**src/rtl/keypad_pkg.sv**
```systemverilog
// Shared types and constants for the 4x5 calculator keypad scanner.
// Key index is row*5+col; key_decode maps an index to its output strobes.
package keypad_pkg;

  localparam int NUM_ROWS = 4;
  localparam int NUM_COLS = 5;
  localparam int NUM_KEYS = NUM_ROWS * NUM_COLS;

  typedef enum logic [1:0] {
    IDLE,
    PRESS_DB,
    HELD,
    REL_DB
  } key_state_t;

  localparam logic [1:0] OP_ADD = 2'b00;
  localparam logic [1:0] OP_SUB = 2'b01;
  localparam logic [1:0] OP_MUL = 2'b10;
  localparam logic [1:0] OP_DIV = 2'b11;

  localparam logic [4:0] K_1     = 5'd0;
  localparam logic [4:0] K_2     = 5'd1;
  localparam logic [4:0] K_3     = 5'd2;
  localparam logic [4:0] K_ADD   = 5'd3;
  localparam logic [4:0] K_BKSP  = 5'd4;
  localparam logic [4:0] K_4     = 5'd5;
  localparam logic [4:0] K_5     = 5'd6;
  localparam logic [4:0] K_6     = 5'd7;
  localparam logic [4:0] K_MUL   = 5'd8;
  localparam logic [4:0] K_CLR   = 5'd9;
  localparam logic [4:0] K_7     = 5'd10;
  localparam logic [4:0] K_8     = 5'd11;
  localparam logic [4:0] K_9     = 5'd12;
  localparam logic [4:0] K_MINUS = 5'd13;
  localparam logic [4:0] K_MC    = 5'd14;
  localparam logic [4:0] K_0     = 5'd15;
  localparam logic [4:0] K_MS    = 5'd16;
  localparam logic [4:0] K_MR    = 5'd17;
  localparam logic [4:0] K_DIV   = 5'd18;
  localparam logic [4:0] K_EQ    = 5'd19;

  typedef struct packed {
    logic       dig;
    logic [3:0] digit;
    logic       op;
    logic [1:0] op_code;
    logic       sub;
    logic       ex;
    logic       bksp;
    logic       clr;
    logic       ms;
    logic       mr;
    logic       mc;
  } key_event_t;

  function automatic logic [4:0] lowest_key(
    input logic [NUM_KEYS-1:0] v
  );
    logic [4:0] k;
    k = '0;
    for (int i = NUM_KEYS - 1; i >= 0; i--)
      if (v[i]) k = 5'(i);
    return k;
  endfunction

  function automatic key_event_t key_decode(
    input logic [4:0] k
  );
    key_event_t e;
    e = '0;
    case (k)
      K_1:     begin e.dig = 1'b1; e.digit = 4'd1; end
      K_2:     begin e.dig = 1'b1; e.digit = 4'd2; end
      K_3:     begin e.dig = 1'b1; e.digit = 4'd3; end
      K_4:     begin e.dig = 1'b1; e.digit = 4'd4; end
      K_5:     begin e.dig = 1'b1; e.digit = 4'd5; end
      K_6:     begin e.dig = 1'b1; e.digit = 4'd6; end
      K_7:     begin e.dig = 1'b1; e.digit = 4'd7; end
      K_8:     begin e.dig = 1'b1; e.digit = 4'd8; end
      K_9:     begin e.dig = 1'b1; e.digit = 4'd9; end
      K_0:     begin e.dig = 1'b1; e.digit = 4'd0; end
      K_ADD:   begin e.op = 1'b1; e.op_code = OP_ADD; end
      K_MUL:   begin e.op = 1'b1; e.op_code = OP_MUL; end
      K_DIV:   begin e.op = 1'b1; e.op_code = OP_DIV; end
      K_MINUS: begin
        e.op = 1'b1;
        e.sub = 1'b1;
        e.op_code = OP_SUB;
      end
      K_BKSP:  e.bksp = 1'b1;
      K_CLR:   e.clr = 1'b1;
      K_MS:    e.ms = 1'b1;
      K_MR:    e.mr = 1'b1;
      K_MC:    e.mc = 1'b1;
      K_EQ:    e.ex = 1'b1;
      default: e = '0;
    endcase
    return e;
  endfunction

endpackage

```
**src/rtl/keypad_colscan.sv**
```systemverilog
// Column driver, row synchronizer and raw key matrix sampler.
// keys holds the latest sample of every key; scan_done pulses after col 4.
module keypad_colscan
  import keypad_pkg::*;
#(
  parameter int SCAN_DIV = 1000
) (
  input  logic                clock,
  input  logic                reset,
  input  logic [NUM_ROWS-1:0] row_n,
  output logic [NUM_COLS-1:0] col_n,
  output logic [NUM_KEYS-1:0] keys,
  output logic                scan_done
);

  localparam int DW = (SCAN_DIV > 1) ? $clog2(SCAN_DIV) : 1;
  localparam logic [DW-1:0] DIV_LAST = DW'(SCAN_DIV - 1);

  logic [NUM_ROWS-1:0] row_meta;
  logic [NUM_ROWS-1:0] row_sync;
  logic [DW-1:0]       div_cnt;
  logic [2:0]          col;
  logic                slot_end;

  assign slot_end = (div_cnt == DIV_LAST);

  always_ff @(posedge clock or posedge reset) begin
    if (reset) begin
      row_meta  <= '1;
      row_sync  <= '1;
      div_cnt   <= '0;
      col       <= '0;
      col_n     <= 5'b11110;
      keys      <= '0;
      scan_done <= 1'b0;
    end else begin
      row_meta  <= row_n;
      row_sync  <= row_meta;
      scan_done <= slot_end && (col == 3'd4);
      if (slot_end) begin
        div_cnt <= '0;
        for (int r = 0; r < NUM_ROWS; r++)
          keys[r*NUM_COLS + int'(col)] <= ~row_sync[r];
        if (col == 3'd4) begin
          col   <= '0;
          col_n <= 5'b11110;
        end else begin
          col   <= col + 3'd1;
          col_n <= {col_n[3:0], 1'b1};
        end
      end else begin
        div_cnt <= div_cnt + 1'b1;
      end
    end
  end

endmodule

```
**src/rtl/keypad_scanner.sv**
```systemverilog
// Debounced 4x5 keypad scanner producing one-cycle key strobes.
// Define KEYPAD_REPEAT_EN for auto-repeat of a held backspace key.
module keypad_scanner
  import keypad_pkg::*;
#(
  parameter int SCAN_DIV       = 1000,
  parameter int DEBOUNCE_SCANS = 4,
  parameter int REPEAT_DELAY   = 50,
  parameter int REPEAT_RATE    = 10
) (
  input  logic       clock,
  input  logic       reset,
  input  logic [3:0] row_n,
  output logic [4:0] col_n,
  output logic       dig_in,
  output logic [3:0] digit,
  output logic       op_in,
  output logic [1:0] op_code,
  output logic       sub_in,
  output logic       ex_in,
  output logic       bksp_in,
  output logic       reset_in,
  output logic       MS_in,
  output logic       MR_in,
  output logic       MC_in
);

  localparam int DBW = $clog2(DEBOUNCE_SCANS + 1);

  logic [NUM_KEYS-1:0] keys;
  logic                scan_done;
  key_state_t          state;
  logic [4:0]          cand;
  logic [DBW-1:0]      db_cnt;
  logic [NUM_KEYS-1:0] stale;
  logic [NUM_KEYS-1:0] eligible;
  logic [NUM_KEYS-1:0] cand_mask;
  logic                cand_down;
  key_event_t          ev;

`ifdef KEYPAD_REPEAT_EN
  localparam int RMAX = (REPEAT_DELAY > REPEAT_RATE) ?
                        REPEAT_DELAY : REPEAT_RATE;
  localparam int RW = $clog2(RMAX + 1);
  logic [RW-1:0] rep_cnt;
  logic          rep_armed;
  logic          rep_fire;
  assign rep_fire = rep_armed ?
                    (rep_cnt == RW'(REPEAT_RATE - 1)) :
                    (rep_cnt == RW'(REPEAT_DELAY - 1));
`endif

  keypad_colscan #(
    .SCAN_DIV(SCAN_DIV)
  ) u_colscan (
    .clock    (clock),
    .reset    (reset),
    .row_n    (row_n),
    .col_n    (col_n),
    .keys     (keys),
    .scan_done(scan_done)
  );

  // Keys still down from a previous press must be released before they count
  assign eligible  = keys & ~stale;
  assign cand_mask = NUM_KEYS'(1) << cand;
  assign cand_down = keys[cand];

  always_ff @(posedge clock or posedge reset) begin
    if (reset) begin
      state  <= IDLE;
      cand   <= '0;
      db_cnt <= '0;
      stale  <= '0;
      ev     <= '0;
`ifdef KEYPAD_REPEAT_EN
      rep_cnt   <= '0;
      rep_armed <= 1'b0;
`endif
    end else begin
      ev <= '0;
      if (scan_done) begin
        unique case (state)
          IDLE: begin
            stale <= stale & keys;
            if (|eligible) begin
              cand   <= lowest_key(eligible);
              db_cnt <= DBW'(1);
              state  <= PRESS_DB;
            end
          end
          PRESS_DB: begin
            stale <= stale & keys;
            if (!cand_down) begin
              db_cnt <= '0;
              state  <= IDLE;
            end else if (db_cnt >= DBW'(DEBOUNCE_SCANS - 1)) begin
              db_cnt <= '0;
              state  <= HELD;
              ev     <= key_decode(cand);
`ifdef KEYPAD_REPEAT_EN
              rep_cnt   <= '0;
              rep_armed <= 1'b0;
`endif
            end else begin
              db_cnt <= db_cnt + 1'b1;
            end
          end
          HELD: begin
            stale <= keys & ~cand_mask;
            if (!cand_down) begin
              db_cnt <= DBW'(1);
              state  <= REL_DB;
            end
`ifdef KEYPAD_REPEAT_EN
            else if (cand == K_BKSP) begin
              if (rep_fire) begin
                rep_cnt   <= '0;
                rep_armed <= 1'b1;
                ev        <= key_decode(cand);
              end else begin
                rep_cnt <= rep_cnt + 1'b1;
              end
            end
`else
            else begin
              db_cnt <= '0;
            end
`endif
          end
          REL_DB: begin
            stale <= keys & ~cand_mask;
            if (cand_down) begin
              db_cnt <= '0;
              state  <= HELD;
            end else if (db_cnt >= DBW'(DEBOUNCE_SCANS - 1)) begin
              db_cnt <= '0;
              state  <= IDLE;
            end else begin
              db_cnt <= db_cnt + 1'b1;
            end
          end
          default: state <= IDLE;
        endcase
      end
    end
  end

  assign dig_in   = ev.dig;
  assign digit    = ev.digit;
  assign op_in    = ev.op;
  assign op_code  = ev.op_code;
  assign sub_in   = ev.sub;
  assign ex_in    = ev.ex;
  assign bksp_in  = ev.bksp;
  assign reset_in = ev.clr;
  assign MS_in    = ev.ms;
  assign MR_in    = ev.mr;
  assign MC_in    = ev.mc;

endmodule

```
**config.mk**
```make
export PLATFORM = sky130hd
export DESIGN_NAME = keypad_scanner
export DESIGN_NICKNAME = d
export VERILOG_FILES = /design/src/rtl/keypad_pkg.sv /design/src/rtl/keypad_colscan.sv /design/src/rtl/keypad_scanner.sv
export SDC_FILE = /design/constraint.sdc
export NUM_CORES = 1
export LEC_CHECK = 0
export CAP_MARGIN = 20
export CORE_ASPECT_RATIO = 0.5
export CORE_MARGIN = 3
export CORE_UTILIZATION = 60
export CTS_CLUSTER_DIAMETER = 120
export DETAILED_ROUTE_END_ITERATION = 10
export PLACE_DENSITY = 0.79
export SYNTH_ARGS = -nofsm -noshare
export SYNTH_HDL_FRONTEND = slang
export SYNTH_HIERARCHICAL = 1
export SYNTH_SLANG_ARGS = --single-unit
```
**constraint.sdc**
```tcl
create_clock -name clock -period 8.4 [get_ports clock]
set_clock_uncertainty 0.2 [all_clocks]
set_input_delay 1.68 -clock clock [delete_from_list [all_inputs] [get_ports clock]]
set_output_delay 1.68 -clock clock [all_outputs]
set_load 0.05 [all_outputs]
```
; ---- Yosys cells after proc, flatten, opt, wreduce, memory -nomap -nowiden
; Index checks and enable logic that the tools add are counted.
[classes]
addsub = 6
multipliers = 0
n_div = 0
magnitude_cmp = 10
eq_ne = 28
shifts = 1
muxes = 64
bitwise = 9
n_reduce_logical = 13
[op_table]
columns = cell, count
row1 = $mux 5, 21
row2 = $ge 32x1->1 const B, 3
row3 = $lt 32x7->1 const B, 3
row4 = $bwmux 20, 4
row5 = $and 20x20->20, 3
row6 = $mux 15, 4
row7 = $pmux 5 s10, 1
row8 = $eq 5x4->1 const B, 8
row9 = $not 20->20, 2
row10 = $pmux 20 s2, 1
row11 = $pmux 3 s4, 2
row12 = $eq 5x3->1 const B, 4
row13 = $eq 5x5->1 const B, 4
row14 = $reduce_or 20->1, 1
row15 = $shl 1x5->20 const A, 1
row16 = $demux 1 s5, 3
row17 = $mux 3, 5
row18 = $mux 1, 13
row19 = $mux 2, 6
row20 = $add 10x1->10 const B, 1
row21 = $add 4x3->5 const A, 2
row22 = $eq 10x10->1 const B, 1
row23 = $eq 5x2->1 const B, 2
row24 = $mux 10, 1
row25 = other kinds (23), 35
[totals]
ff_bits = 92
latch_bits = 0
mem_bits_rw = 0
mem_bits_ro = 0
inputBits = 6
output_inout_bits = 20
wordCells = 153
n_memories = 0

; ---- Logic depth before layout (Yosys ltp)
; Gate-level depths: netlist of the first run.
[logic_depth]
depth_word = 22
ltp_mapped = 10
depth_no_buf = 7

; ---- By module
; The synthesis of the first run kept the hierarchy.
[by_module_without_submodules]
columns = module, n_inst, cells_each, area_each_um2, seq_area_each_um2
row1 = keypad_colscan, 1, 341, 3214.3, 1191.1
row2 = keypad_scanner, 1, 318, 2746.4, 1126.1

; ---- Worst setup path before layout of the first run
; OpenSTA, ideal clock, no wires.
[synth_path]
path_kind = register to register
from = register u_colscan.col[0]
to = register u_colscan.keys[15]
setup_ps = 128
arrival_time_ps = 2409
t_required_ps = 8072
setup_slack_ps = 5664
stages_incl_launch_ff = 11
path_buffers = 3
synth_period_minus_slack_ps = 2736
cell_sequence = dfrtp_1 -> buf_4 -> buf_4 -> inv_1 -> ha_1 -> ha_1 -> nor4bb_1 -> clkbuf_1 -> nand2_1 -> a31oi_1 -> mux2_1
[synth_between]
elab_chain_cells = 8
word_cells_on_any_way = 21
classes_between = add/sub (3) / order compare (6) / mux (9) / reduce/logical (3)
[synth_lines]
columns = item, line
row1 = from (decl), keypad_colscan.sv:22  ; logic [2:0] col;
row2 = from (signal assigned), keypad_colscan.sv:48  ; col <= col + 3'd1;
row3 = $add 3x3->4, keypad_colscan.sv:43  ; keys[r*NUM_COLS + int'(col)] <= ~row_sync[r];
row4 = $ge 32x1->1 (not written as such) / $lt 32x7->1 (equally long branches), keypad_colscan.sv:43
row5 = $logic_and 1x1->1 (not written as such), keypad_colscan.sv:43
row6 = $mux 1 (not written as such), keypad_colscan.sv:43
row7 = $demux 1 s5, --
row8 = $bwmux 20 (2 in series), keypad_colscan.sv:43
row9 = $bwmux 20 *, keypad_colscan.sv:43
row10 = "to (signal, indexed assignment)", keypad_colscan.sv:43
row11 = to (decl), keypad_colscan.sv:12  ; output logic [NUM_KEYS-1:0] keys,
; Every way passes the cells marked *; elsewhere a longest branch is shown, timed or not.
; A chain may end at the register's enable or synchronous reset.

; ---- Final worst setup path of the first run
[layout_path]
from = register u_colscan.col[0]
to = register u_colscan.keys[12]
; The elaborated chain is that of the path after synthesis.

==> metrics.cfg, run 1 <==
[finish]
drive_above_1_share_pct = 9.88
fillers = 763
stdcell_area_um2 = 6450
final_nets = 665
syn_to_final_growth_pct = 8.14
diodes = 0

[sta]
worst_pin_slew_ps = 1080
setup_ws_ps = 4550
setup_tns_ps = 0
setup_viol = 0
fmax_mhz = 260
period_needed_ps = 3850
period_share_pct = 45.8
finalMaxSlewViolations = 0
finalHoldWorstSlack_ps = 157
relSlewSlack_pct = 27.3
finalHoldViolCount = 0
rsz0062_at_grt = no

[cts]
hold_buffers = 0
clock_path_buffers = 2
cts_tree = done
worstSkewPairLatency_ps = 350
clockRootBuffer = clkbuf_16
numCtsBuffers = 9
post_cts_buffers = 0
h-tree-depth = 3
cts_sinks = 92
path_clk_slew_ps = 60
post_cts_resize_count = 0

[routing]
routed_wl_mm = 14.3
via_per_inst = 6.50
first_pass_iters = 5
drt-initial-drc-count = 655
ant_nets = 0
wl_per_cell_um = 18.2
drc = 0
vias = 5086

[synth]
synth.largest_area_cell = dfrtp_1
synthFlopType = dfrtp_1
ys_seq_area_share_pct = 38.9
yosys-top-cells-area = dfrtp_1 (34%), dfstp_2 (5.3%), o21ai_0 (4.9%), a21oi_1 (3.8%), ha_1 (3.4%)
synth-xor-area-share_pct = 1.18
synthAdderAreaFrac_pct = 3.36
yosys_warnings = 6
async_flop_share_pct = 100
synth-seq-cells = 92
synth-compound-area-share_pct = 21.6
muxShareOfSynthArea_pct = 6.32
synth_area_um2 = 5960
syn_avg_cell_area_um2 = 9.05
synth_edf_count = 0
synthSimpleGateAreaFrac_pct = 21.6
ys_types = 82
synth_nets = 681
synthesis.instances = 659
synth_top_family_by_area = compound AO/OA/AOI/OAI gates
synth_top_area_share_pct = 33.6

[floorplanning]
coreArea_um2 = 9540
dieWidth_um = 147
initial_core_util_pct = 62.5
io_pins = 26
die_h_um = 76.5
rows = 25
dieArea_um2 = 11200

[power]
switching_share_pct = 20.3
power.internal_uw = 753
power_frac_clock_pct = 50.7
p_leak_nw = 2.73
p_total_uw = 944
seqPwrFrac_pct = 47.7
power.switching_uw = 192
pwr_density_cell_nw_per_um2 = 147
ir_worst_vdd_uv = 101
p_comb_share_pct = 1.6

[critical_path]
worst_ep_required_time_ps = 8430
regToRegStartpoint = u_colscan/col[0]$_DFFE_PP0P_
reg2reg_slack_ps = 4550
critPathCaptureType = flip-flop
r2r_cells = 7
critPathMaxStageDelay_ps = 930
r2r_end = u_colscan/keys[12]$_DFFE_PP0P_
cp_cell_sequence = inv_1 > ha_1 > ha_1 > nor4bb_1 > nand2_1 > a31oi_1 > mux2_2
worst-setup-path-type = flip-flop to flip-flop
slowest_stage = nor4bb_1
crit_path_frequent_cell = ha_1
start_kind = flip-flop
crit_fanout = 23
crit_arrival_ps = 3880

[placement]
dp_hpwl_mm = 9.21
place_area_um2 = 6090
pre_cts_ws_ps = 4700
port_buffers = 25
gp_congestion = 0.895

[global_route]
overflow = 0
grt_pass1_wl_mm = 23.9
grt_max_degree = 48
grt_use_total_pct = 26.2
antenna_found_initial = 0
grt_pass1_vias = 4706

[worst_hold_path]
hold_path.class = flip-flop to flip-flop
hp-start = u_colscan/row_meta[1]$_DFF_PP1_
holdPathStages = 0
hold_end = u_colscan/row_sync[1]$_DFF_PP1_

[run]
drv_cap = 0

[status]
status = finished clean

-- critical path: cells and delay by family (launching register included) --
| family | cells | cell delay (ps) |
|---|---|---|
| multiplexers | 1 | 370 |
| AO/OA/AOI/OAI | 1 | 230 |
| flip-flops | 1 | 790 |
| AND/OR/NAND/NOR | 2 | 1180 |
| adder cells (fa/ha/maj) | 2 | 650 |
| buffers and inverters | 1 | 310 |
-- cell families (layout without fill, tap and decap cells) --
family,after synthesis,count (layout)
compound gates,196,196
xor+xnor,8,8
fa+ha+maj,16,16
buf+inv,86,75
flops,92,92
mux,32,32
simple gates,229,229
-- cell usage in the layout (no fill, tap or decap), types with 5 or more instances in the layout --
| cell | instances |
|---|---|
| a21oi_1 | 45 |
| a22oi_1 | 10 |
| a31oi_1 | 18 |
| a32o_1 | 10 |
| a32oi_1 | 5 |
| and3_1 | 8 |
| clkbuf_16 | 9 |
| clkdlybuf4s50_1 | 25 |
| dfrtp_1 | 80 |
| dfstp_2 | 12 |
| ha_1 | 16 |
| inv_1 | 30 |
| mux2_1 | 5 |
| mux2_2 | 10 |
| mux2i_1 | 14 |
| nand2_1 | 40 |
| nand2b_1 | 11 |
| nand3_1 | 23 |
| nand4_1 | 9 |
| nor2_1 | 49 |
| nor2b_1 | 25 |
| nor3_1 | 14 |
| nor3b_1 | 7 |
| o211ai_1 | 7 |
| o21ai_0 | 58 |
| o31ai_1 | 5 |
-- layer usage --
metal	up-vias	track usage (%)	share of wire [%]
li1	2375	-	-
met1	2468	36.1	45
met2	224	41.9	46
met3	19	6.36	8.1
met4	0	6.51	1.1
met5	-	0	0
-- through the flow --
stage	std cells	util, %
after floorplan	659	-
after global placement	767	63.8
after detailed placement	767	63.8
after CTS	783	67.6
after global routing	783	67.6
final	783	67.6
-- power groups by stage --
stage	sequential [mW]	clock (mW)	combinational, mW
after CTS	0.450	0.486	0.0157
after global placement	0.458	0	0.0153
after global routing	0.451	0.502	0.0172
after floorplan	0.455	0	0.0120
after detailed placement	0.459	0	0.0157
final	0.451	0.479	0.0150
-- registers in the layout, summed over array words and instances, names as in the netlist, 2 cells and up, named ones only --
signal	count
u_colscan/div_cnt	10
u_colscan/row_sync	4
db_cnt	3
u_colscan/row_meta	4
stale	20
op_code	2
digit	4
cand	5
u_colscan/col	3
u_colscan/keys	20
u_colscan/col_n	5
-- synth_stat cells, drive strengths merged (5+ instances only) --
cell type,count
dfrtp,80
o21ai,59
nor2,51
a21oi,45
nand2,40
clkbuf,36
inv,32
nor2b,25
nand3,24
a31oi,18
buf,16
ha,16
mux2,15
nor3,15
mux2i,14
dfstp,12
nand2b,11
a22oi,10
a32o,10
and3,9
nand4,9
nor3b,8
o211ai,7
and2,6
a211oi,5
a32oi,5
and4b,5
o31ai,5
-- worst max-delay path by stage --
stage                                            start                              to  slack, ps
after detailed placement  u_colscan/col[0]$_DFFE_PP0P_  u_colscan/keys[12]$_DFFE_PP0P_       4700
after global placement    u_colscan/col[0]$_DFFE_PP0P_  u_colscan/keys[12]$_DFFE_PP0P_       4930
after global routing      u_colscan/col[0]$_DFFE_PP0P_  u_colscan/keys[12]$_DFFE_PP0P_       4300
after floorplan                                  reset    u_colscan/col[0]$_DFFE_PP0P_       5420
after CTS                 u_colscan/col[0]$_DFFE_PP0P_  u_colscan/keys[12]$_DFFE_PP0P_       4680
final                     u_colscan/col[0]$_DFFE_PP0P_  u_colscan/keys[12]$_DFFE_PP0P_       4550
-- final cells by class --
cell class / instances / area (µm²) / area share (%)
Clock buffer: 10 / 239 / 3.71
Sequential cell: 92 / 2320 / 35.9
Clock inverter: 6 / 116 / 1.81
Timing Repair Buffer: 27 / 265 / 4.11
Multi-Input combinational cell: 481 / 3220 / 49.9
Tap cell: 135 / 169 / 2.62
Inverter: 32 / 120 / 1.86
No activity file was read; power rests on OpenSTA's default activity.
==> run 2, diff against run 1 <==
--- a/config.mk
+++ b/config.mk
@@ -8,10 +8,10 @@
 export CAP_MARGIN = 20
 export CORE_ASPECT_RATIO = 0.5
 export CORE_MARGIN = 3
-export CORE_UTILIZATION = 60
+export CORE_UTILIZATION = 56
 export CTS_CLUSTER_DIAMETER = 120
 export DETAILED_ROUTE_END_ITERATION = 10
-export PLACE_DENSITY = 0.79
+export PLACE_DENSITY = 0.78
 export SYNTH_ARGS = -nofsm -noshare
 export SYNTH_HDL_FRONTEND = slang
 export SYNTH_HIERARCHICAL = 1
==> constraint.sdc (replaced) <==
create_clock -name clock -period 3.35 [get_ports clock]
set_clock_uncertainty 0.2 [all_clocks]
set_input_delay 0.67 -clock clock [delete_from_list [all_inputs] [get_ports clock]]
set_output_delay 0.67 -clock clock [all_outputs]
set_load 0.05 [all_outputs]
==> run 2 against run 1 <==
  * Via count rose by 1.9%
  * Routed wire length rose by 1.5%
  * Flip-flop and latch count did not move
  * Clock-buffer cell count did not move
  * Global-route usage fell by 0.93 points
  * Critical path depth fell by 1
  * Design area rose by 1.4%
  * Combinational power rose to 2.6 times the previous value
  * Critical endpoint is now sub_in$_DFF_PP0_
  * Clock power rose by 120%
  * Sequential power rose to 2.5 times the previous value
  * Non-clock buffer count rose by 18
  * Critical path type unchanged
  * Setup slack got worse by 4200 ps
==> metrics.cfg, run 2 (synthesis gave the netlist of run 1 again) <==
[status]
status = finished clean

[routing]
ant_nets = 0  ; unchanged
via_per_inst = 6.47  ; -0.38%
drc = 0  ; unchanged
wl_per_cell_um = 18.1  ; -0.75%
routed_wl_mm = 14.5  ; +1.5%
first_pass_iters = 5  ; unchanged
drt-initial-drc-count = 720  ; +9.9%
vias = 5183  ; +1.9%

[critical_path]
start_kind = flip-flop
crit_fanout = 18  ; -22%
worst_ep_required_time_ps = 3360  ; -5070 ps
r2r_end = sub_in$_DFF_PP0_
reg2reg_slack_ps = 340  ; -4210 ps
critPathCaptureType = flip-flop
regToRegStartpoint = cand[0]$_DFFE_PP0P_
worst-setup-path-type = flip-flop to flip-flop
r2r_cells = 6  ; -1
crit_arrival_ps = 3020  ; -860 ps

[floorplanning]
io_pins = 26  ; unchanged
coreArea_um2 = 9880  ; +3.6%
dieWidth_um = 152  ; +3.4%
dieArea_um2 = 12000  ; +6.7%
rows = 25  ; unchanged
die_h_um = 79.0  ; +3.2%
initial_core_util_pct = 60.3  ; -2.2 points

[finish]
final_common_cell = dfrtp_1
layout_common_cells = dfrtp_1 (80), o21ai_0 (58), nor2_1 (49), a21oi_1 (45), nand2_1 (40)
diodes = 0  ; unchanged
top_regs = stale x20, u_colscan/keys x20, u_colscan/div_cnt x10
drive_above_1_share_pct = 12.3  ; +2.4 points
syn_to_final_growth_pct = 9.63
final_nets = 683  ; +2.7%
fin_util_pct = 66.1  ; -1.5 points

[sta]
period_share_pct = 89.7  ; +44 points
setup_tns_ps = 0  ; unchanged
setup_ws_ps = 344  ; -4210 ps
worst_pin_slew_ps = 844  ; -231 ps
relSlewSlack_pct = 43.6  ; +16 points
finalMaxSlewViolations = 0  ; unchanged
rsz0062_at_grt = no
finalHoldViolCount = 0  ; unchanged
setup_viol = 0  ; unchanged
fmax_mhz = 333  ; +28%
period_needed_ps = 3010  ; -842 ps

[power]
power.internal_mw = 1.74  ; +130%
power_frac_clock_pct = 47.5  ; -3.2 points
pwr_density_cell_nw_per_um2 = 340  ; +130%
p_comb_share_pct = 1.8  ; +0.2 points
p_leak_nw = 2.80  ; +2.4%
ir_worst_vdd_uv = 250  ; +150%
seqPwrFrac_pct = 50.8  ; +3.1 points
switching_share_pct = 21.8  ; +1.5 points
power.switching_uw = 485  ; +150%

[worst_hold_path]
hold_path.class = flip-flop to flip-flop
hp-start = u_colscan/row_meta[3]$_DFF_PP1_
holdPathStages = 0  ; unchanged
hold_end = u_colscan/row_sync[3]$_DFF_PP1_

[placement]
pre_cts_ws_ps = 386  ; -4320 ps
port_buffers = 25  ; unchanged
dp_hpwl_mm = 9.79  ; +6.2%
gp_congestion = 0.922  ; +3.0%

[cts]
cts_sinks = 92  ; unchanged
clock_path_buffers = 2  ; unchanged
path_clk_slew_ps = 70  ; about the same
h-tree-depth = 3  ; unchanged
hold_buffers = 0  ; unchanged
post_cts_buffers = 0  ; unchanged
numCtsBuffers = 9  ; unchanged
post_cts_resize_count = 0  ; unchanged
clockRootBuffer = clkbuf_16
cts_tree = done
worstSkewPairLatency_ps = 350  ; about the same

[global_route]
antenna_found_initial = 0  ; unchanged
grt_pass1_vias = 4834  ; +2.7%
grt_pass1_wl_mm = 24.5  ; +2.5%
overflow = 0  ; unchanged
grt_use_total_pct = 25.2  ; -0.93 points
grt_max_degree = 46  ; -4.2%

[run]
drv_cap = 0  ; unchanged

==> run 2: final cells by class <==
class,count,area [µm²]
Clock buffer,10,239
Tap cell,135,169
Inverter,32,120
Timing Repair Buffer,45,400
Multi-Input combinational cell,481,3220
Clock inverter,6,70.1
Sequential cell,92,2320
Fill cell,816,3350
==> run 2: metrics by stage <==
step	cell area [µm²]	power [mW]	hold slack, ps	std cells
floorplan	5960	1.17	145	659
global placement	6230	1.19	146	785
detailed placement	6230	1.19	147	785
CTS	6540	2.25	156	801
global route	6540	2.31	156	801
finish	6540	2.22	152	801
==> run 2: worst max-delay path, cell delays in order (launching register included) <==
cell     delay, ps
dfrtp_1        760
mux4_2         590
and3_1         200
a31o_2         240
nor2_2         260
or4_1          500
nor2_1         120
==> run 2: routing by layer <==
layer / track usage (%) / vias to the layer above / part of all wire [%]
met5: 0 / - / 0
met4: 7.17 / 0 / 1.4
met3: 5.88 / 25 / 8.2
met2: 40.0 / 261 / 45
met1: 35.1 / 2495 / 46
li1: - / 2402 / -
==> run 2: power by group through the flow <==
stage               Clock [mW]  Combinational [mW]  Sequential [mW]
finish                    1.06              0.0391             1.13
detailed placement           0              0.0406             1.15
CTS                       1.08              0.0408             1.13
global placement             0              0.0403             1.15
global route              1.13              0.0455             1.13
floorplan                    0              0.0300             1.14
==> run 2: how the worst max path moves through the flow <==
stage / startpoint / slack, ps / end / cells after the start
2_1_floorplan: u_colscan/col[0]$_DFFE_PP0P_ / 610 / u_colscan/keys[15]$_DFFE_PP0P_ / 10
3_3_place_gp: cand[0]$_DFFE_PP0P_ / 470 / digit[0]$_DFF_PP0_ / 6
3_5_place_dp: cand[0]$_DFFE_PP0P_ / 390 / sub_in$_DFF_PP0_ / 6
4_1_cts: cand[0]$_DFFE_PP0P_ / 350 / sub_in$_DFF_PP0_ / 6
5_1_grt: cand[0]$_DFFE_PP0P_ / 100 / dig_in$_DFF_PP0_ / 6
6_report: cand[0]$_DFFE_PP0P_ / 340 / sub_in$_DFF_PP0_ / 6
==> run 3, diff against run 2 <==
--- a/config.mk
+++ b/config.mk
@@ -8,10 +8,11 @@
 export CAP_MARGIN = 20
 export CORE_ASPECT_RATIO = 0.5
 export CORE_MARGIN = 3
-export CORE_UTILIZATION = 56
+export CORE_UTILIZATION = 57
+export CTS_BUF_LIST = sky130_fd_sc_hd__clkbuf_2 sky130_fd_sc_hd__clkbuf_4 sky130_fd_sc_hd__clkbuf_8
 export CTS_CLUSTER_DIAMETER = 120
 export DETAILED_ROUTE_END_ITERATION = 10
-export PLACE_DENSITY = 0.78
+export PLACE_DENSITY = 0.79
 export SYNTH_ARGS = -nofsm -noshare
 export SYNTH_HDL_FRONTEND = slang
 export SYNTH_HIERARCHICAL = 1
==> run 3 against run 2 <==
  * Power decreased by 13%
  * Critical path type unchanged
  * Routed wire length increased by 1.1%
  * Highest routed layer unchanged
  * Largest cell class unchanged
  * Non-clock buffer count decreased by 2
==> metrics.cfg, run 3 (synthesis gave the netlist of run 1 again) <==
[floorplanning]
dieArea_um2 = 11800  ; -1.7%
dieWidth_um = 151  ; -0.85%
rows = 25  ; unchanged
initial_core_util_pct = 60.9  ; +0.58 points
die_h_um = 78.3  ; -0.82%
coreArea_um2 = 9790  ; -0.95%
io_pins = 26  ; unchanged

[routing]
first_pass_iters = 6  ; +1
drc = 0  ; unchanged
via_per_inst = 6.47  ; about the same
routed_wl_mm = 14.6  ; +1.1%
drt-initial-drc-count = 479  ; -33%
vias = 5168  ; -0.29%
wl_per_cell_um = 18.3  ; +1.4%
ant_nets = 0  ; unchanged

[critical_path]
worst_ep_required_time_ps = 3400  ; +40 ps
critPathCaptureType = flip-flop
start_kind = flip-flop
slowest_stage = dfrtp_1
worst-setup-path-type = flip-flop to flip-flop
cp_cell_sequence = mux4_2 > and3_1 > a31o_2 > nor2_2 > or4_1 > nor3_1
critPathMaxStageDelay_ps = 750  ; about the same
crit_fanout = 18  ; unchanged
crit_arrival_ps = 3010  ; about the same

[cts]
clock_path_buffers = 2  ; unchanged
cts_sinks = 92  ; unchanged
worstSkewPairLatency_ps = 390  ; +40 ps
hold_buffers = 0  ; unchanged
numCtsBuffers = 9  ; unchanged
post_cts_resize_count = 0  ; unchanged
cts_tree = done
clockRootBuffer = clkbuf_8
path_clk_slew_ps = 90  ; +20 ps
h-tree-depth = 3  ; unchanged
post_cts_buffers = 0  ; unchanged

[global_route]
grt_max_degree = 46  ; unchanged
grt_pass1_wl_mm = 24.6  ; +0.34%
grt_use_total_pct = 26.1  ; +0.88 points
antenna_found_initial = 0  ; unchanged
overflow = 0  ; unchanged
grt_pass1_vias = 4802  ; -0.66%

[finish]
drive_above_1_share_pct = 12.0  ; -0.26 points
stdcell_area_um2 = 6410  ; -2.0%
top_regs = stale x20, u_colscan/keys x20, u_colscan/div_cnt x10
syn_to_final_growth_pct = 7.47
diodes = 0  ; unchanged
final_common_cell = dfrtp_1
final_nets = 681  ; -0.29%
layout_common_cells = dfrtp_1 (80), o21ai_0 (58), nor2_1 (49), a21oi_1 (45), nand2_1 (40)

[power]
ir_worst_vdd_uv = 186  ; -26%
pwr_density_cell_nw_per_um2 = 301  ; -12%
seqPwrFrac_pct = 58.5  ; +7.7 points
power_frac_clock_pct = 39.4  ; -8.1 points
power.internal_mw = 1.49  ; -15%
p_total_mw = 1.93  ; -13%
p_leak_nw = 2.73  ; -2.4%
p_comb_share_pct = 2.1  ; +0.3 points
power.switching_uw = 444  ; -8.4%
switching_share_pct = 23.0  ; +1.2 points

[sta]
period_share_pct = 88.5  ; -1.2 points
fmax_mhz = 337  ; +1.4%
rsz0062_at_grt = no
finalHoldWorstSlack_ps = 159  ; +6.91 ps
period_needed_ps = 2960  ; -41.7 ps
setup_viol = 0  ; unchanged
setup_tns_ps = 0  ; unchanged
finalMaxSlewViolations = 0  ; unchanged
finalHoldViolCount = 0  ; unchanged
worst_pin_slew_ps = 766  ; -78.7 ps
relSlewSlack_pct = 48.6  ; +4.9 points

[status]
status = finished clean

[worst_hold_path]
hold_path.class = flip-flop to flip-flop

[placement]
dp_hpwl_mm = 10.1  ; +3.1%
place_area_um2 = 6210  ; -0.24%
port_buffers = 25  ; unchanged
gp_congestion = 0.919  ; -0.25%

[run]
drv_cap = 0  ; unchanged

## run 3: cell types whose count changed in the layout (fill, tap and decap cells not counted)
cell,before,now
buf_4,20,18
clkbuf_16,9,0
clkbuf_4,0,1
clkbuf_8,1,9
clkinv_2,1,2
clkinv_4,1,0
clkinvlp_4,0,2
inv_6,3,1
## run 3: through the flow
| step | setup WS, ps | utilization, % | cells |
|---|---|---|---|
| 6_report | 386 | 65.4 | 799 |
| 5_1_grt | 112 | 65.4 | 799 |
| 4_1_cts | 375 | 65.4 | 799 |
| 3_5_place_dp | 396 | 63.4 | 783 |
| 3_3_place_gp | 492 | 63.4 | 783 |
| 2_1_floorplan | 614 | - | 659 |
## run 3: critical path: cells and delay by family, from the launching register on
kind               cells  cell delay [ps]
muxes                  1              580
and+or+nand+nor        4             1070
DFF                    1              750
AOI/OAI and AO/OA      1              220
## run 3: layer usage
layer | track usage (%) | routed length (µm)
met1 | 36.5 | 6780
met3 | 5.82 | 1040
met4 | 7.78 | 255
met2 | 41.0 | 6560
met5 | 0 | 0
## run 3: area by class of cell
type | count | area, µm²
Clock buffer | 10 | 131
Multi-Input combinational cell | 481 | 3220
Inverter | 32 | 120
Fill cell | 829 | 3380
Timing Repair Buffer | 43 | 385
Clock inverter | 6 | 63.8
Tap cell | 135 | 169
Sequential cell | 92 | 2320
## run 3: worst paths after layout
check | start | end | slack (ps) | cells past startpoint
max | cand[0]$_DFFE_PP0P_ | digit[0]$_DFF_PP0_ | 390 | 6
min | u_colscan/row_meta[2]$_DFF_PP1_ | u_colscan/row_sync[2]$_DFF_PP1_ | 160 | 0
max reg2reg | cand[0]$_DFFE_PP0P_ | digit[0]$_DFF_PP0_ | 390 | 6
min reg2reg | u_colscan/row_meta[2]$_DFF_PP1_ | u_colscan/row_sync[2]$_DFF_PP1_ | 160 | 0
max in group asynchronous | reset | u_colscan/col_n[2]$_DFFE_PP1P_ | 1860 | 3
min in group asynchronous | reset | u_colscan/col[0]$_DFFE_PP0P_ | 450 | 2
## run 3: power by group through the flow
stage / registers (mW) / logic (mW) / clock network [mW]
2_1_floorplan: 1.14 / 0.0300 / 0
3_3_place_gp: 1.15 / 0.0405 / 0
3_5_place_dp: 1.15 / 0.0412 / 0
4_1_cts: 1.13 / 0.0412 / 0.780
5_1_grt: 1.13 / 0.0461 / 0.821
6_report: 1.13 / 0.0396 / 0.761
